## config.mk

```make
export PLATFORM = sky130hd
export DESIGN_NAME = pdt_boxcar_avg_flat
export DESIGN_NICKNAME = d
export VERILOG_FILES = /design/src/rtl/pdt_boxcar_avg_if.sv /design/src/rtl/pdt_boxcar_avg.sv /design/src/flat_wrapper.sv
export SDC_FILE = /design/constraint.sdc
export NUM_CORES = 1
export LEC_CHECK = 0
export ABC_AREA = 1
export CAP_MARGIN = 20
export CORE_MARGIN = 2
export CORE_UTILIZATION = 50
export CTS_CLUSTER_DIAMETER = 150
export DETAILED_ROUTE_END_ITERATION = 8
export MAX_ROUTING_LAYER = met4
export PLACE_DENSITY = 0.77
export SYNTH_ARGS = -nofsm -noshare
export SYNTH_HDL_FRONTEND = slang
export SYNTH_SLANG_ARGS = --single-unit
```

## constraint.sdc

```tcl
create_clock -name clk -period 8.7 [get_ports clk]
set_input_delay 2.61 -clock clk [delete_from_list [all_inputs] [get_ports clk]]
set_output_delay 2.61 -clock clk [all_outputs]
set_load 0.005 [all_outputs]
```

## src/rtl/pdt_boxcar_avg_if.sv

```systemverilog
// Bus between the lock-in multiplier back end and its consumer.
//   pdt_i     : signed product from the upstream multiplier (2R bits)
//   ce_i      : sample-valid, issued alongside the multiplier operands
//   restart_i : abort the current window, issued alongside the operands
//   tau_i     : log2 window length, clamped to TAU_MAX by the consumer
//   out_o     : signed averaged result
//   valid_o   : one-cycle strobe when out_o updates
//   sat_o     : out_o was clamped
//   cnt_o     : samples accumulated in the current window
// slave modport is the averager, master modport is the driver.
interface pdt_boxcar_avg_if #(
   parameter int R       = 14,
   parameter int TAU_MAX = 10,
   parameter int OUT_W   = 16
);
   localparam int TW = $clog2(TAU_MAX + 1);

   logic signed [2*R-1:0]   pdt_i;
   logic                    ce_i;
   logic                    restart_i;
   logic [TW-1:0]           tau_i;
   logic signed [OUT_W-1:0] out_o;
   logic                    valid_o;
   logic                    sat_o;
   logic [TAU_MAX:0]        cnt_o;

   modport master (
      output pdt_i, ce_i, restart_i, tau_i,
      input  out_o, valid_o, sat_o, cnt_o
   );

   modport slave (
      input  pdt_i, ce_i, restart_i, tau_i,
      output out_o, valid_o, sat_o, cnt_o
   );
endinterface

```

## src/rtl/pdt_boxcar_avg.sv

```systemverilog
// Lock-in demodulation back end: boxcar average of the multiplier product
// stream over 2^tau samples, emitting one rounded, 2x-gain, saturated
// quadrature value per window with a one-cycle valid strobe.
//   clk  : system clock, rising edge
//   rstn : asynchronous active-low reset
//   bus  : pdt_boxcar_avg_if slave (pdt_i/ce_i/restart_i/tau_i in,
//          out_o/valid_o/sat_o/cnt_o out)
module pdt_boxcar_avg #(
   parameter int R       = 14,
   parameter int LAT     = 5,
   parameter int TAU_MAX = 10,
   parameter int OUT_W   = 16,
   parameter int SHR     = 2*R - OUT_W - 1
) (
   input logic              clk,
   input logic              rstn,
   pdt_boxcar_avg_if.slave  bus
);
   localparam int PW    = 2*R;
   localparam int ACC_W = PW + TAU_MAX;
   localparam int TW    = $clog2(TAU_MAX + 1);
   localparam int CW    = TAU_MAX + 1;
   localparam int SW    = $clog2(TAU_MAX + SHR + 1);
   localparam int RW    = ACC_W + 1;

   localparam logic signed [RW-1:0] MAX_V = {{(RW-OUT_W+1){1'b0}}, {(OUT_W-1){1'b1}}};
   localparam logic signed [RW-1:0] MIN_V = {{(RW-OUT_W+1){1'b1}}, {(OUT_W-1){1'b0}}};

   logic [LAT-1:0]          ce_sr, rs_sr;
   logic                    ce_d, rs_d;
   logic                    started;
   logic [TW-1:0]           tau_q, tau_clamp, tau_eff, tau_used;
   logic signed [ACC_W-1:0] acc, acc_base, acc_nxt, sum_q;
   logic [CW-1:0]           cnt, cnt_base, last_idx;
   logic                    win_start, win_last, sum_v;
   logic [SW-1:0]           shift;
   logic signed [RW-1:0]    half, rnd, res;
   logic signed [OUT_W-1:0] res_out, out_q;
   logic                    res_sat, sat_q, valid_q;

   // Align the control strobes with the multiplier output.
   always_ff @(posedge clk or negedge rstn) begin
      if (!rstn) begin
         ce_sr <= '0;
         rs_sr <= '0;
      end else begin
         ce_sr[0] <= bus.ce_i;
         rs_sr[0] <= bus.restart_i;
         for (int unsigned i = 1; i < LAT; i++) begin
            ce_sr[i] <= ce_sr[i-1];
            rs_sr[i] <= rs_sr[i-1];
         end
      end
   end

   assign ce_d = ce_sr[LAT-1];
   assign rs_d = rs_sr[LAT-1];

   // A window start (reset release or restart) is folded in ahead of the
   // sample update so a coincident sample becomes sample 0 of the new window
   // and is judged against the freshly latched tau.
   always_comb begin
      tau_clamp = (bus.tau_i > TW'(TAU_MAX)) ? TW'(TAU_MAX) : bus.tau_i;
      win_start = rs_d | ~started;
      tau_eff   = win_start ? tau_clamp : tau_q;
      acc_base  = win_start ? '0 : acc;
      cnt_base  = win_start ? '0 : cnt;
      acc_nxt   = acc_base + ACC_W'(bus.pdt_i);
      last_idx  = (CW'(1) << tau_eff) - CW'(1);
      win_last  = (cnt_base == last_idx);
   end

   always_ff @(posedge clk or negedge rstn) begin
      if (!rstn) begin
         started  <= 1'b0;
         tau_q    <= '0;
         acc      <= '0;
         cnt      <= '0;
         sum_q    <= '0;
         tau_used <= '0;
         sum_v    <= 1'b0;
      end else begin
         started <= 1'b1;
         sum_v   <= 1'b0;
         if (win_start || (ce_d && win_last))
            tau_q <= tau_clamp;
         if (ce_d) begin
            if (win_last) begin
               sum_q    <= acc_nxt;
               tau_used <= tau_eff;
               sum_v    <= 1'b1;
               acc      <= '0;
               cnt      <= '0;
            end else begin
               acc <= acc_nxt;
               cnt <= cnt_base + CW'(1);
            end
         end else if (win_start) begin
            acc <= '0;
            cnt <= '0;
         end
      end
   end

   // Round half up, arithmetic shift, then clamp to the output range.
   always_comb begin
      shift   = SW'(tau_used) + SW'(SHR);
      half    = RW'(1) <<< (shift - SW'(1));
      rnd     = RW'(sum_q) + half;
      res     = rnd >>> shift;
      res_sat = 1'b0;
      res_out = OUT_W'(res);
      if (res > MAX_V) begin
         res_out = OUT_W'(MAX_V);
         res_sat = 1'b1;
      end else if (res < MIN_V) begin
         res_out = OUT_W'(MIN_V);
         res_sat = 1'b1;
      end
   end

   always_ff @(posedge clk or negedge rstn) begin
      if (!rstn) begin
         out_q   <= '0;
         sat_q   <= 1'b0;
         valid_q <= 1'b0;
      end else begin
         valid_q <= sum_v;
         if (sum_v) begin
            out_q <= res_out;
            sat_q <= res_sat;
         end
      end
   end

   assign bus.out_o   = out_q;
   assign bus.sat_o   = sat_q;
   assign bus.valid_o = valid_q;
   assign bus.cnt_o   = cnt;
endmodule

```

## src/flat_wrapper.sv

```systemverilog
// flat-port wrapper written by rule: the top's interface ports become plain ports
module pdt_boxcar_avg_flat 
#(
   parameter int R       = 14,
   parameter int LAT     = 5,
   parameter int TAU_MAX = 10,
   parameter int OUT_W   = 16,
   parameter int SHR     = 2*R - OUT_W - 1
)
  (clk, rstn, bus_pdt_i, bus_ce_i, bus_restart_i, bus_tau_i, bus_out_o, bus_valid_o, bus_sat_o, bus_cnt_o);
  pdt_boxcar_avg_if #(.R(R), .TAU_MAX(TAU_MAX), .OUT_W(OUT_W)) bus_i ();
  input logic clk;
  input logic rstn;
  input wire logic [$bits(bus_i.pdt_i)-1:0] bus_pdt_i;
  input wire logic [$bits(bus_i.ce_i)-1:0] bus_ce_i;
  input wire logic [$bits(bus_i.restart_i)-1:0] bus_restart_i;
  input wire logic [$bits(bus_i.tau_i)-1:0] bus_tau_i;
  output wire logic [$bits(bus_i.out_o)-1:0] bus_out_o;
  output wire logic [$bits(bus_i.valid_o)-1:0] bus_valid_o;
  output wire logic [$bits(bus_i.sat_o)-1:0] bus_sat_o;
  output wire logic [$bits(bus_i.cnt_o)-1:0] bus_cnt_o;
  assign bus_i.pdt_i = bus_pdt_i;
  assign bus_i.ce_i = bus_ce_i;
  assign bus_i.restart_i = bus_restart_i;
  assign bus_i.tau_i = bus_tau_i;
  assign bus_out_o = bus_i.out_o;
  assign bus_valid_o = bus_i.valid_o;
  assign bus_sat_o = bus_i.sat_o;
  assign bus_cnt_o = bus_i.cnt_o;
  pdt_boxcar_avg #(.R(R), .LAT(LAT), .TAU_MAX(TAU_MAX), .OUT_W(OUT_W), .SHR(SHR)) u_core (.clk(clk), .rstn(rstn), .bus(bus_i));
endmodule
```

# ---- Word-level counts from Yosys, hierarchy flattened
# Cells that the tools add are included.
dict set report word_totals {
  regBits 125
  inputBits 36
  output_inout_bits 29
  elab_cells 44
}
dict set report classes {
  n_addsub 6
  magnitude_cmp 3
  n_eq_ne 1
  n_shift 3
  mux 14
  bitwise 2
  reduce_logical 3
}
# op count
set op_table {}
lappend op_table {{two-way mux 38 bit} 3}
lappend op_table {{adder 38 x 39 -> 39 bit} 1}
lappend op_table {{> comparator 39 x 16 -> 1 bit (second input constant)} 1}
lappend op_table {{< comparator 39 x 16 -> 1 bit (second input constant)} 1}
lappend op_table {{<<< shifter 2 x 5 -> 39 bit (first input constant)} 1}
lappend op_table {{>>> shifter 39 x 5 -> 39 bit} 1}
lappend op_table {{adder 38 x 28 -> 38 bit} 1}
lappend op_table {{two-way mux 11 bit} 3}
lappend op_table {{two-way mux 16 bit} 2}
lappend op_table {{adder 11 x 1 -> 11 bit (second input constant)} 1}
lappend op_table {{== test 11 bit} 1}
lappend op_table {{left shift 1 x 4 -> 11 bit (first input constant)} 1}
lappend op_table {{subtractor 11 x 2 -> 11 bit (second input constant)} 1}
lappend op_table {{two-way mux 4 bit} 2}
lappend op_table {{adder 4 x 4 -> 5 bit (second input constant)} 1}
lappend op_table {{subtractor 5 x 1 -> 5 bit (second input constant)} 1}
lappend op_table {{> comparator 4 bit (second input constant)} 1}
lappend op_table {{two-way mux 1 bit} 4}
lappend op_table {{AND reduction 2 bit} 1}
lappend op_table {{logical AND 1 bit} 1}
lappend op_table {{logical OR 1 bit} 1}
lappend op_table {{inverter 1 bit} 1}
lappend op_table {{bitwise OR 1 bit} 1}

# ---- Depth between registers and ports, before layout
dict set report logic_depth {
  depth_word 8
  ltp_mapped 42
  depth_no_buf 37
}

# ---- Worst setup path after synthesis
# No wires, ideal clock.
dict set report synth_path {
  path_kind {reg2reg}
  from {reg u_core.tau_used[0]}
  to {reg u_core.out_q[5], in the netlist u_core.bus.out_o[5]}
  setup_time_ns 0.068
  t_arrival_ns 5.646
  required_time_ns 8.632
  slack_ns 2.986
  path_stages_with_launch 38
  n_path_buf 8
  synth_period_minus_slack_ns 5.714
  cell_sequence {dfrtp_1 > buf_2 > inv_1 > buf_2 > buf_1 > ha_1 > xnor2_2 > clkinv_1 > buf_2 > clkbuf_1 > a31oi_1 > clkbuf_1 > nor2_1 > ha_1 > fa_1 > nand3_1 > nand3_2 > nand2_1 > [... 2 more ...] > nand3_2 > nand2_2 > nand3_2 > buf_6 > nand2_1 > nand3_1 > nand2_1 > nand2_1 > nand3_1 > nand3_1 > nand2_1 > nand3_1 > nor2_1 > nand2_1 > o21ai_4 > buf_6 > nand3_1 > nand3_1}
}
dict set report synth_between {
  elab_chain_len 8
}
# element line
set synth_lines {}
lappend synth_lines {{start, declared} pdt_boxcar_avg.sv:32} ;# logic [TW-1:0] tau_q, tau_clamp, tau_eff, tau_used;
lappend synth_lines {{start signal, assigned} pdt_boxcar_avg.sv:90} ;# tau_used <= tau_eff;
lappend synth_lines {{adder 4 x 4 -> 5 bit (*)} pdt_boxcar_avg.sv:107} ;# shift = SW'(tau_used) + SW'(SHR);
lappend synth_lines {{subtractor 5 x 1 -> 5 bit} pdt_boxcar_avg.sv:108} ;# half = RW'(1) <<< (shift - SW'(1));
lappend synth_lines {{<<< shifter 2 x 5 -> 39 bit} pdt_boxcar_avg.sv:108}
lappend synth_lines {{adder 38 x 39 -> 39 bit} pdt_boxcar_avg.sv:109} ;# rnd = RW'(sum_q) + half;
lappend synth_lines {{>>> shifter 39 x 5 -> 39 bit (*)} pdt_boxcar_avg.sv:110} ;# res = rnd >>> shift;
lappend synth_lines {{< comparator 39 x 16 -> 1 bit} pdt_boxcar_avg.sv:116} ;# end else if (res < MIN_V) begin
lappend synth_lines {{two-way mux 16 bit} pdt_boxcar_avg.sv:116}
lappend synth_lines {{two-way mux 16 bit (*)} pdt_boxcar_avg.sv:113} ;# if (res > MAX_V) begin
lappend synth_lines {{end signal, assigned} pdt_boxcar_avg.sv:130} ;# out_q <= res_out;
lappend synth_lines {{end, declared} pdt_boxcar_avg.sv:38} ;# logic signed [OUT_W-1:0] res_out, out_q;
# Mark *: on every way between the ends. The rest lies on a longest branch, timed or not.
# A chain may end at the register's enable or synchronous reset.

# ---- Worst setup path after layout
dict set report layout_path {
  from {reg u_core.tau_used[0]}
  to {reg u_core.out_q[0], in the netlist u_core.bus.out_o[0]}
}
# The elaborated chain is that of the path after synthesis.

==> flow_summary.html <==
<table>
<tr><th>Metric</th><th>Value</th></tr>
<tr><th colspan="2">Logic synthesis</th></tr>
<tr><td>Netlist Area Pre-Place</td><td>12600 sq um</td></tr>
<tr><td>Synth async-reset ratio</td><td>1.00</td></tr>
<tr><td>Synthesized netlist cell count</td><td>2020</td></tr>
<tr><td>Unique cell type count in the Yosys netlist</td><td>57</td></tr>
<tr><td>Portion of the post-synthesis area used by sequential elements</td><td>0.248</td></tr>
<tr><td>Per-instance average area after synthesis</td><td>6.25 sq um</td></tr>
<tr><td>Synth warn</td><td>0</td></tr>
<tr><td>Flip-flop and latch count after synthesis</td><td>125</td></tr>
<tr><td>Post-synth EDFFs</td><td>0</td></tr>
<tr><td>Most used flip-flop cell after synthesis</td><td>sky130_fd_sc_hd__dfrtp_1</td></tr>
<tr><td>Synthesized netlist net count</td><td>2135</td></tr>
<tr><th colspan="2">Timing</th></tr>
<tr><td>Relative max-transition margin</td><td>0.331</td></tr>
<tr><td>Setup violators final</td><td>0</td></tr>
<tr><td>Clock skew</td><td>0.0193 ns</td></tr>
<tr><td>Pin slew with the least headroom to its limit</td><td>1.00 ns</td></tr>
<tr><td>Minimum clock period after layout</td><td>6.28 ns</td></tr>
<tr><td>Fin. max-slew vios</td><td>0</td></tr>
<tr><td>Tcrit/Tclk final</td><td>0.721</td></tr>
<tr><td>Highest achievable clock rate</td><td>159 MHz</td></tr>
<tr><td>Hold violation count in the final report</td><td>0</td></tr>
<tr><td>RSZ-0062 raised after global routing</td><td>no</td></tr>
<tr><td>Setup TNS</td><td>0 ns</td></tr>
<tr><th colspan="2">Floorplanning</th></tr>
<tr><td>Die outline width</td><td>163 microns</td></tr>
<tr><td>Standard-cell row count</td><td>58</td></tr>
<tr><td>Y dimension of the die</td><td>163 microns</td></tr>
<tr><td>Area of the die</td><td>26500 sq um</td></tr>
<tr><td>Number of placed I/O pins</td><td>65</td></tr>
<tr><td>Starting density of the core</td><td>0.506</td></tr>
<tr><td>Core area</td><td>25000 sq um</td></tr>
<tr><th colspan="2">CTS</th></tr>
<tr><td>Hold buffer count at cts</td><td>0</td></tr>
<tr><td>Buffer depth of the longest clock path</td><td>2</td></tr>
<tr><td>CTS clk-pin slew, worst paths</td><td>0.07 ns</td></tr>
<tr><td>Clock latency on the worst-skew pair</td><td>0.43 ns</td></tr>
<tr><td>Clock Root Buffer</td><td>sky130_fd_sc_hd__clkbuf_16</td></tr>
<tr><td>Sinks on Clock Net</td><td>125</td></tr>
<tr><td>CTS tree</td><td>built</td></tr>
<tr><td>Post-CTS setup buffers</td><td>0</td></tr>
<tr><td>Post-CTS resize count</td><td>0</td></tr>
<tr><td>H-tree levels</td><td>4</td></tr>
<tr><td>Number of buffers created by CTS</td><td>17</td></tr>
<tr><th colspan="2">Run</th></tr>
<tr><td>Maximum capacitance violations</td><td>0</td></tr>
<tr><th colspan="2">Drt</th></tr>
<tr><td>Wire length after detailed routing</td><td>38900 microns</td></tr>
<tr><td>Initial DRT Pass Iterations</td><td>8</td></tr>
<tr><td>DRC</td><td>0</td></tr>
<tr><td>Detailed router's first-iteration violation count</td><td>1460</td></tr>
<tr><td>Routed WL per cell</td><td>16.2 microns</td></tr>
<tr><td>Vias/cell</td><td>5.62</td></tr>
<tr><td>Remaining antenna violation count after routing</td><td>0</td></tr>
<tr><td>Overall via count from detail_route</td><td>13500</td></tr>
<tr><th colspan="2">Cells and area</th></tr>
<tr><td>Final antenna diode count</td><td>0</td></tr>
<tr><td>Commonest cells after routing, fill and taps aside</td><td>sky130_fd_sc_hd__nand2_1, sky130_fd_sc_hd__nand3_1, sky130_fd_sc_hd__inv_1</td></tr>
<tr><td>Most frequent standard cell in the layout excluding fill and tap cells</td><td>sky130_fd_sc_hd__nand2_1</td></tr>
<tr><td>Share of post-route cells with drive strength above 1</td><td>0.0519</td></tr>
<tr><td>Layout Area Growth over Synthesis</td><td>11.4%</td></tr>
<tr><td>Net count of the finished layout</td><td>2165</td></tr>
<tr><th colspan="2">Place</th></tr>
<tr><td>DP Wirelength</td><td>30400 microns</td></tr>
<tr><td>Port-buffer cells</td><td>64</td></tr>
<tr><td>Last weighted congestion value of the routability-driven placer</td><td>1.04</td></tr>
<tr><th colspan="2">Worst setup path</th></tr>
<tr><td>WP data required</td><td>9.05 ns</td></tr>
<tr><td>Crit path arrival time</td><td>6.62 ns</td></tr>
<tr><td>Startpoint-to-endpoint class of the critical path</td><td>reg -&gt; reg</td></tr>
<tr><td>CP endpoint kind</td><td>flip-flop</td></tr>
<tr><td>Maximum fanout count along the critical path</td><td>44</td></tr>
<tr><td>Cell with the largest stage delay on the worst path</td><td>sky130_fd_sc_hd__fa_1</td></tr>
<tr><td>Slowest cell delay on critical path</td><td>0.43 ns</td></tr>
<tr><td>Startpoint Class</td><td>flip-flop</td></tr>
<tr><td>Most frequent CP cell</td><td>sky130_fd_sc_hd__nand2_1</td></tr>
<tr><th colspan="2">Global route</th></tr>
<tr><td>Total routing usage reported by global routing</td><td>0.304</td></tr>
<tr><td>Via count of the first global-routing pass</td><td>12500</td></tr>
<tr><td>Aggregate global routing overflow</td><td>0</td></tr>
<tr><td>Largest net degree at the start of global routing</td><td>72</td></tr>
<tr><td>First-pass GRT wire length</td><td>62600 microns</td></tr>
<tr><td>Initial antenna violation count</td><td>0</td></tr>
<tr><th colspan="2">Power</th></tr>
<tr><td>Power, Total</td><td>1.56 mW</td></tr>
<tr><td>Leak pwr</td><td>7.28 nW</td></tr>
<tr><td>Total power density per cell area</td><td>111 nW/um^2</td></tr>
<tr><td>Worst supply voltage drop on vdd</td><td>0.0942 mV</td></tr>
<tr><th colspan="2">Outcome</th></tr>
<tr><td>Result of the run</td><td>finished clean</td></tr>
<tr><th colspan="2">Hold path</th></tr>
<tr><td>Hold Crit Class</td><td>reg -&gt; reg</td></tr>
</table>
## cells in the mapped netlist, types with 4 or more instances
master	count	share of area
sky130_fd_sc_hd__o211ai_1	6	0.0036
sky130_fd_sc_hd__nand3_2	11	0.0087
sky130_fd_sc_hd__nand3b_1	6	0.0036
sky130_fd_sc_hd__xnor2_1	21	0.015
sky130_fd_sc_hd__buf_2	24	0.0095
sky130_fd_sc_hd__nand4_1	12	0.0059
sky130_fd_sc_hd__o22ai_1	6	0.0030
sky130_fd_sc_hd__a22o_1	17	0.012
sky130_fd_sc_hd__clkbuf_1	28	0.0083
sky130_fd_sc_hd__o21a_1	4	0.0024
sky130_fd_sc_hd__nor2_1	198	0.059
sky130_fd_sc_hd__nor2_2	5	0.0025
sky130_fd_sc_hd__o21bai_1	4	0.0024
sky130_fd_sc_hd__nand2_2	18	0.0089
sky130_fd_sc_hd__nor3_1	23	0.0091
sky130_fd_sc_hd__a31oi_1	20	0.0099
sky130_fd_sc_hd__clkinv_1	4	0.0012
sky130_fd_sc_hd__nand3_1	265	0.11
sky130_fd_sc_hd__buf_6	4	0.0036
sky130_fd_sc_hd__inv_2	7	0.0021
sky130_fd_sc_hd__a21oi_1	100	0.040
sky130_fd_sc_hd__xor2_1	48	0.033
sky130_fd_sc_hd__dfrtp_1	125	0.25
sky130_fd_sc_hd__inv_1	248	0.074
sky130_fd_sc_hd__nand2_1	549	0.16
sky130_fd_sc_hd__o21ai_1	34	0.013
sky130_fd_sc_hd__buf_1	7	0.0021
sky130_fd_sc_hd__ha_1	77	0.076
sky130_fd_sc_hd__o21ai_0	104	0.041
## sequential cells by signal, indices dropped and copies added (netlist names), 4 cells and up
name	flops
u_core.ce_sr	5
u_core.bus.out_o	16
u_core.acc	38
u_core.bus.cnt_o	11
u_core.sum_q	38
u_core.rs_sr	5
u_core.tau_q	4
u_core.tau_used	4
## area by class of cell
type | instances | area, sq um
Fill cell | 2521 | 10900
Timing Repair Buffer | 78 | 767
Tap cell | 330 | 413
Sequential cell | 125 | 3130
Multi-Input combinational cell | 1569 | 8200
Clock inverter | 15 | 166
Inverter | 259 | 972
Clock buffer | 17 | 425
## kinds of logic after synthesis
logic type,Yosys count,synth area share
AOI/OAI and AO/OA,319,0.145
DFF,125,0.248
and+or+nand+nor,1097,0.372
buffers and inverters,326,0.103
adders and majority gates,79,0.0794
muxes,1,0.000793
xor gates and xnor gates,72,0.0517
other,1,0.000297
## per-stage QoR
| stage | setup WS (ns) | area, sq um | hold WS (ns) | cells | util |
|---|---|---|---|---|---|
| after floorplan | 2.99 | 12600 | 0.331 | 2020 | - |
| after global placement | 2.23 | 13500 | 0.332 | 2360 | 0.539 |
| after detailed placement | 2.15 | 13500 | 0.335 | 2360 | 0.539 |
| after CTS | 2.53 | 14000 | 0.345 | 2392 | 0.563 |
| after global routing | 1.83 | 14100 | 0.356 | 2393 | 0.564 |
| final | 2.42 | 14100 | 0.343 | 2393 | 0.564 |
## worst max-delay path, delay by kind of cell, from the launching register on
kind                       cells  cell delay (ns)
AOI/OAI and AO/OA              3             0.74
and+or+nand+nor               21             2.45
xor gates and xnor gates       1             0.21
DFF                            1             0.33
buffers and inverters          5             1.48
adders and majority gates      3             0.97
## report_power, final
group / internal, mW / switching (mW) / total [mW]
clock network: 0.408 / 0.311 / 0.720
logic: 0.0800 / 0.142 / 0.222
registers: 0.606 / 0.00859 / 0.615
total: 1.09 / 0.462 / 1.56
## layer usage
| metal | up-vias | global-route usage | share of wire |
|---|---|---|---|
| met3 | 104 | 0.0341 | 0.062 |
| met4 | 0 | 0.118 | 0.039 |
| met2 | 551 | 0.470 | 0.44 |
| li1 | 6678 | - | - |
| met1 | 6121 | 0.409 | 0.45 |
| met5 | - | - | 0 |
## path summary, 6_finish.rpt
| kind | slack [ns] | cells after the start | end | start |
|---|---|---|---|---|
| min in group asynchronous | 2.12 | 1 | u_core.bus.out_o[2] | rstn |
| worst min register to register | 0.34 | 0 | u_core.rs_sr[3] | u_core.rs_sr[2] |
| worst min-delay path | 0.34 | 0 | u_core.rs_sr[3] | u_core.rs_sr[2] |
| worst max-delay path | 2.42 | 33 | u_core.bus.out_o[0] | u_core.tau_used[0] |
| worst max register to register | 2.42 | 33 | u_core.bus.out_o[0] | u_core.tau_used[0] |
| max in group asynchronous | 5.22 | 2 | u_core.sum_q[14] | rstn |
Power figures use the tool's default switching activity.
